===== src/rtl/clk_meter_pkg.sv =====
// -----------------------------------------------------------------------------
// clk_meter_pkg
// Shared definitions for the clock period meter:
//   - DEFAULT_WIDTH   : default width of the period/high-time counters
//   - DEFAULT_TIMEOUT : default clkIn cycles without a clkDiv edge that count
//                       as loss of clock
//   - meter_state_e   : measurement FSM state encoding (IDLE, MEASURE)
// -----------------------------------------------------------------------------
package clk_meter_pkg;

  localparam int DEFAULT_WIDTH   = 16;
  localparam int DEFAULT_TIMEOUT = 60000;

  typedef enum logic [0:0] {
    IDLE    = 1'b0,  // waiting for the first clkDiv rising edge
    MEASURE = 1'b1   // counting between consecutive rising edges
  } meter_state_e;

endpackage : clk_meter_pkg


===== src/rtl/edge_sync.sv =====
// -----------------------------------------------------------------------------
// edge_sync
// Two-flop synchronizer plus rising-edge detector for an asynchronous input.
// Ports:
//   clkIn  in   sampling clock
//   reset  in   asynchronous active-high reset
//   din    in   asynchronous input
//   level  out  synchronized level, delayed one cycle behind the detector so
//               it is 0 in the cycle a rise is reported
//   rise   out  one-cycle pulse: synchronized value is 1, previous sample 0
// A change on din is seen on rise three clkIn edges later (two sync flops,
// then acted on at the third edge).
// -----------------------------------------------------------------------------
module edge_sync (
  input  logic clkIn,
  input  logic reset,
  input  logic din,
  output logic level,
  output logic rise
);

  logic sync1_q;
  logic sync2_q;
  logic prev_q;

  // NOTE: sequential state uses non-blocking assignments so every flop samples
  // the values from before the clock edge, giving a true shift register.
  always_ff @(posedge clkIn or posedge reset) begin
    if (reset) begin
      sync1_q <= 1'b0;
      sync2_q <= 1'b0;
      prev_q  <= 1'b0;
    end else begin
      sync1_q <= din;
      sync2_q <= sync1_q;
      prev_q  <= sync2_q;
    end
  end

  assign rise  = sync2_q & ~prev_q;
  // prev_q is high for exactly as many cycles as din was high, starting the
  // cycle after the rise; counting it makes highTime equal the high duration.
  assign level = prev_q;

endmodule : edge_sync


===== src/rtl/clk_period_meter.sv =====
// -----------------------------------------------------------------------------
// clk_period_meter
// Measures the period and high time of clkDiv in clkIn cycles.
// Parameters:
//   WIDTH    counter/output width (default 16)
//   TIMEOUT  clkIn cycles without an edge that flag loss of clock
// Ports:
//   clkIn        in   system clock, all logic on its rising edge
//   reset        in   asynchronous active-high reset
//   clkDiv       in   clock under measurement, asynchronous to clkIn
//   period       out  last measured period (clkIn cycles)
//   highTime     out  clkIn cycles clkDiv was high in that period
//   periodValid  out  one-cycle pulse when period/highTime update
//   overflow     out  last measured period saturated the counter
//   timeout      out  sticky loss-of-clock flag
// Optional feature: define CLK_METER_TIMEOUT_EN to enable loss-of-clock
// detection; otherwise timeout is tied low and MEASURE persists.
// -----------------------------------------------------------------------------
module clk_period_meter
  import clk_meter_pkg::*;
#(
  parameter int WIDTH   = DEFAULT_WIDTH,
  parameter int TIMEOUT = DEFAULT_TIMEOUT
) (
  input  logic             clkIn,
  input  logic             reset,
  input  logic             clkDiv,
  output logic [WIDTH-1:0] period,
  output logic [WIDTH-1:0] highTime,
  output logic             periodValid,
  output logic             overflow,
  output logic             timeout
);

  localparam logic [WIDTH-1:0] CNT_MAX = '1;

  logic div_level;
  logic div_rise;

  edge_sync u_edge_sync (
    .clkIn (clkIn),
    .reset (reset),
    .din   (clkDiv),
    .level (div_level),
    .rise  (div_rise)
  );

  meter_state_e     state_q,     state_d;
  logic [WIDTH-1:0] per_cnt_q,   per_cnt_d;
  logic [WIDTH-1:0] high_cnt_q,  high_cnt_d;
  logic [WIDTH-1:0] period_q,    period_d;
  logic [WIDTH-1:0] high_time_q, high_time_d;
  logic             valid_q,     valid_d;
  logic             ovf_q,       ovf_d;

`ifdef CLK_METER_TIMEOUT_EN
  // A TIMEOUT beyond the counter range can never be reached; the counter
  // just saturates in that case.
  localparam bit               TO_REACHABLE = (longint'(TIMEOUT) <= longint'(CNT_MAX));
  localparam logic [WIDTH-1:0] TO_LAST      = WIDTH'(TIMEOUT - 1);
  logic timeout_q, timeout_d;
`endif

  // NOTE: every signal assigned here gets a default first, so no path through
  // the case/if tree leaves it unassigned and no latch is inferred.
  always_comb begin
    state_d     = state_q;
    per_cnt_d   = per_cnt_q;
    high_cnt_d  = high_cnt_q;
    period_d    = period_q;
    high_time_d = high_time_q;
    valid_d     = 1'b0;
    ovf_d       = ovf_q;
`ifdef CLK_METER_TIMEOUT_EN
    timeout_d   = timeout_q;
`endif
    case (state_q)
      IDLE: begin
        per_cnt_d  = '0;
        high_cnt_d = '0;
        if (div_rise) begin
          state_d   = MEASURE;
          per_cnt_d = WIDTH'(1);
        end
      end
      MEASURE: begin
        if (div_rise) begin
          period_d    = per_cnt_q;
          high_time_d = high_cnt_q;
          valid_d     = 1'b1;
          ovf_d       = (per_cnt_q == CNT_MAX);
          per_cnt_d   = WIDTH'(1);
          high_cnt_d  = '0;
`ifdef CLK_METER_TIMEOUT_EN
          timeout_d   = 1'b0;
`endif
        end else begin
          if (per_cnt_q != CNT_MAX) per_cnt_d = per_cnt_q + WIDTH'(1);
          if (div_level && (high_cnt_q != CNT_MAX)) high_cnt_d = high_cnt_q + WIDTH'(1);
`ifdef CLK_METER_TIMEOUT_EN
          // Flag instead of counting to TIMEOUT; restart from a fresh first edge.
          if (TO_REACHABLE && (per_cnt_q == TO_LAST)) begin
            timeout_d  = 1'b1;
            state_d    = IDLE;
            per_cnt_d  = '0;
            high_cnt_d = '0;
          end
`endif
        end
      end
      default: state_d = IDLE;
    endcase
  end

  always_ff @(posedge clkIn or posedge reset) begin
    if (reset) begin
      state_q     <= IDLE;
      per_cnt_q   <= '0;
      high_cnt_q  <= '0;
      period_q    <= '0;
      high_time_q <= '0;
      valid_q     <= 1'b0;
      ovf_q       <= 1'b0;
`ifdef CLK_METER_TIMEOUT_EN
      timeout_q   <= 1'b0;
`endif
    end else begin
      state_q     <= state_d;
      per_cnt_q   <= per_cnt_d;
      high_cnt_q  <= high_cnt_d;
      period_q    <= period_d;
      high_time_q <= high_time_d;
      valid_q     <= valid_d;
      ovf_q       <= ovf_d;
`ifdef CLK_METER_TIMEOUT_EN
      timeout_q   <= timeout_d;
`endif
    end
  end

  assign period      = period_q;
  assign highTime    = high_time_q;
  assign periodValid = valid_q;
  assign overflow    = ovf_q;
`ifdef CLK_METER_TIMEOUT_EN
  assign timeout     = timeout_q;
`else
  assign timeout     = 1'b0;
`endif

endmodule : clk_period_meter


===== config.mk =====
export PLATFORM = sky130hd
export DESIGN_NAME = clk_period_meter
export DESIGN_NICKNAME = d
export VERILOG_FILES = /design/src/rtl/clk_meter_pkg.sv /design/src/rtl/edge_sync.sv /design/src/rtl/clk_period_meter.sv
export SDC_FILE = /design/constraint.sdc
export NUM_CORES = 1
export LEC_CHECK = 0
export BUFFER_PORTS_ARGS = -buffer_cell sky130_fd_sc_hd__buf_4
export CAP_MARGIN = 20
export CELL_PAD_IN_SITES_DETAIL_PLACEMENT = 0
export CELL_PAD_IN_SITES_GLOBAL_PLACEMENT = 1
export CORE_MARGIN = 3
export CORE_UTILIZATION = 46
export CTS_BUF_LIST = sky130_fd_sc_hd__clkbuf_4 sky130_fd_sc_hd__clkbuf_8 sky130_fd_sc_hd__clkbuf_16
export CTS_CLUSTER_SIZE = 8
export DETAILED_ROUTE_END_ITERATION = 7
export HOLD_SLACK_MARGIN = 0.08
export PLACE_DENSITY_LB_ADDON = 0.1
export SLEW_MARGIN = 0
export SYNTH_ARGS = -nofsm -noshare
export SYNTH_HDL_FRONTEND = slang
export SYNTH_HIERARCHICAL = 1
export SYNTH_SLANG_ARGS = --single-unit
export TNS_END_PERCENT = 10

===== constraint.sdc =====
create_clock -name clkIn -period 2.4 [get_ports clkIn]
set_input_delay 0.24 -clock clkIn [delete_from_list [all_inputs] [get_ports clkIn]]
set_output_delay 0.24 -clock clkIn [all_outputs]
set_load 0.03 [all_outputs]

==> key figures <==
STA
  – Final period util: 76.7%
  – RSZ-0062 raised after global routing: false
  – Max_slew headroom: 66.1%
  – Setup ws final: 558 ps
  – Layout Skew: about 8.7 ps
  – Tmin final: about 1800 ps
  – Peak Freq: roughly 540 MHz
  – Finish-stage setup viols: 0
  – Max-slew violations: 0
  – Least-Margin Pin Slew: roughly 510 ps
  – Final Hold Violating Endpoints: 0
  – Setup_tns: 0 ps

Finish
  – Share of layout cells above drive strength 1: between 30% and 40%
  – Nets: about 320
  – Ant diodes: 0
  – Post-Layout Inst Area: approximately 3700 um^2
  – Synth-to-layout area growth: 18.4%
  – # fillers: 570

Critical path
  – Crit path max fanout: 7
  – CP peak stage delay: ~440 ps
  – Flop2flop setup slack: approximately 560 ps
  – Slowest stage cell, crit path: or4_1
  – Kind of critical path: flop to flop
  – Worst r2r dst: high_cnt_q[12]
  – Reg2Reg Depth: 5
  – Worst r2r src: high_cnt_q[0]
  – CP Launch Type: flop
  – Critical path buffers and inverters: 0
  – Worst-path cell chain: ha_1 > and4_4 > nand4_2 > or4_1 > a21oi_1
  – Crit. End Element: flop
  – Worst EP arrival: between 2000 and 2500 ps
  – CP delay by family, top: simple AND/OR/NAND/NOR gates
  – Worst Path Required: ~2700 ps

Detailed routing
  – Routed len/inst: ~16 um
  – DRT Pass-1 Iters: 5
  – Post-Route WL: 6140 um
  – Residual DRC: 0
  – DRT iter0 DRCs: 90
  – Post-route ant nets: 0
  – Via Count: ~2300
  – Via density: roughly 6

Placement
  – DP HPWL: 4200 um
  – Gpl congestion: a little under 0.8
  – Pre-CTS WS: ~600 ps
  – Dpl cell area: 3480 um^2
  – Buffers on Ports: 36

Die
  – Die area: 7790 um^2
  – Die H: 88.2 um
  – Rows: 29
  – Core Region: around 6500 um^2
  – Io pins: 38
  – Die width: about 88 um
  – Initial Util: roughly 48%

Yosys
  – Top FF cell, synth: dfrtp_1
  – EDFF count, synth: 0
  – #FFs+latches synth: 70
  – Post-Syn Nets: between 200 and 300
  – Unique cell type count in the Yosys netlist: between 40 and 50
  – Warnings, synthesis: 6
  – Mapped Cells: 266
  – Sequential area share after synthesis: between 50% and 60%
  – Synth Cell Area: approximately 3100 um^2
  – Mapped Avg Cell Area: roughly 12 um^2
  – Ys async rst share: 100%

Outcome
  – Status: finished clean

Clock tree
  – Max clock buf depth: 2
  – CTS tree: yes
  – Clk slew on worst S/H paths: around 70 ps
  – Clock root cell: clkbuf_8
  – CTS H-Tree Depth: 3
  – Hold_buf cts: 2
  – CTS buffer count: 9
  – Setup Buffers After CTS: 0
  – Cts repair resizes: 0
  – Clk sinks: 70
  – Skew-Pair Late Insertion Delay: ~340 ps

Global routing
  – Vias in the first global route: about 2200
  – Largest net degree at the start of global routing: 25
  – First-pass GRT wire length: between 10000 and 15000 um
  – Global-route usage over all layers: between 10% and 20%
  – Initial antenna violation count: 0
  – GR Overflow Total: 0

Power
  – Power Total: ~0.0026 W
  – Pwr Density: roughly 710 nW/um^2
  – Peak supply drop: ~530 uV
  – Leakage power: roughly 1.8 nW

Worst hold path
  – HP Class: input pin to asynchronous set/reset pin

Run
  – Max Cap Viol: 0
## registers in the layout, summed over array words and instances (netlist names)
name	flops
highTime	16
high_cnt_q	16
overflow	1
per_cnt_q	16
period	16
periodValid	1
state_q	1
u_edge_sync/level	1
u_edge_sync/sync1_q	1
u_edge_sync/sync2_q	1
## how the worst max path moves through the flow
stage / from / endpoint / slack, ps / depth (start not counted)
final: high_cnt_q[0] / high_cnt_q[12] / 560 / 5
after global routing: high_cnt_q[0] / high_cnt_q[10] / 450 / 5
after CTS: high_cnt_q[0] / high_cnt_q[12] / 560 / 5
after detailed placement: high_cnt_q[0] / high_cnt_q[12] / 600 / 5
after global placement: per_cnt_q[0] / per_cnt_q[1] / 670 / 5
after floorplan: reset / highTime[0] / 480 / 1
## per-stage QoR
step | util, % | instances | hold slack (ps)
global placement | 53.8 | 376 | 127
finish | 57.1 | 394 | 323
global route | 57.1 | 394 | 334
detailed placement | 53.8 | 376 | 133
floorplan | - | 266 | -6.36
CTS | 57.1 | 394 | 306
## cell usage in the layout, fill, tap and decap left out, types with 2 or more instances in the layout
master,instances
or3_1,10
nand4_1,6
clkbuf_4,2
inv_1,5
buf_4,43
and3_1,3
mux2_2,30
dlygate4sd3_1,2
o311ai_0,3
and4_1,5
and4_4,2
o21ai_0,18
dfrtp_1,70
o41ai_1,3
nand4_2,2
a21oi_1,17
a31oi_1,4
clkinv_2,4
o211ai_1,5
o31ai_1,4
nor3_1,5
nor2_1,8
and3_2,2
ha_1,2
nand2_1,16
nand3_1,13
clkbuf_8,9
or4_1,8
## worst reg2reg max path, cell delays in order, from the launching register on
cell     delay, ps
dfrtp_1        400
ha_1           300
and4_4         280
nand4_2        190
or4_1          440
a21oi_1        160
## cells in the mapped netlist, types with 2 or more instances
cell type   n  area (um^2)
and3_1      3         18.8
nand2_1    16         60.1
ha_1        2         25.0
buf_2       2         10.0
dfrtp_1    70         1750
or4_1       8         60.1
o41ai_1     3         26.3
a31oi_1     4         25.0
nand3_1    13         65.1
and3_2      2         15.0
o211ai_1    5         37.5
nand4_1     6         37.5
o311ai_0    3         26.3
nand4_2     2         25.0
and4_1      5         43.8
buf_4       2         15.0
mux2_2     30          338
o31ai_1     4         30.0
a21oi_1    17         85.1
nor2_1      8         30.0
and4_4      2         22.5
nor3_1      5         25.0
or3_1      10         62.6
clkbuf_1    5         18.8
inv_1       6         22.5
o21ai_0    18         90.1
## cells by family (layout without fill, tap and decap cells)
kind of cell,after synthesis,after routing,share of synthesized area (%)
and+or+nand+nor,88,88,17.7
adders and majority gates,2,2,0.804
xor gates and xnor gates,2,2,0.563
other,1,1,0.121
muxes,30,30,10.9
buffers and inverters,16,67,2.49
AOI/OAI and AO/OA,57,57,11.1
DFF,70,70,56.3
## power breakdown
part	switching, W	internal [W]
sequential	0.0000870	0.00127
combinational	0.000210	0.000147
clock	0.000419	0.000496
total	0.000716	0.00191
## routing by layer
layer	wire length [um]	vias to the layer above	GRT usage [%]
met5	0	-	0
met4	106	0	8.65
met3	260	8	4.10
met2	2680	46	25.0
met1	3080	1175	25.0
li1	-	1098	-
## cell type report
cell class	instances	area [um^2]	share of cell area [%]
Clock buffer	11	139	3.77
Multi-Input combinational cell	180	1280	34.8
Timing Repair Buffer	45	343	9.30
Sequential cell	70	1750	47.5
Clock inverter	5	50.0	1.36
Tap cell	77	96.3	2.61
Inverter	6	22.5	0.611
(Power assumes the default switching activity.)
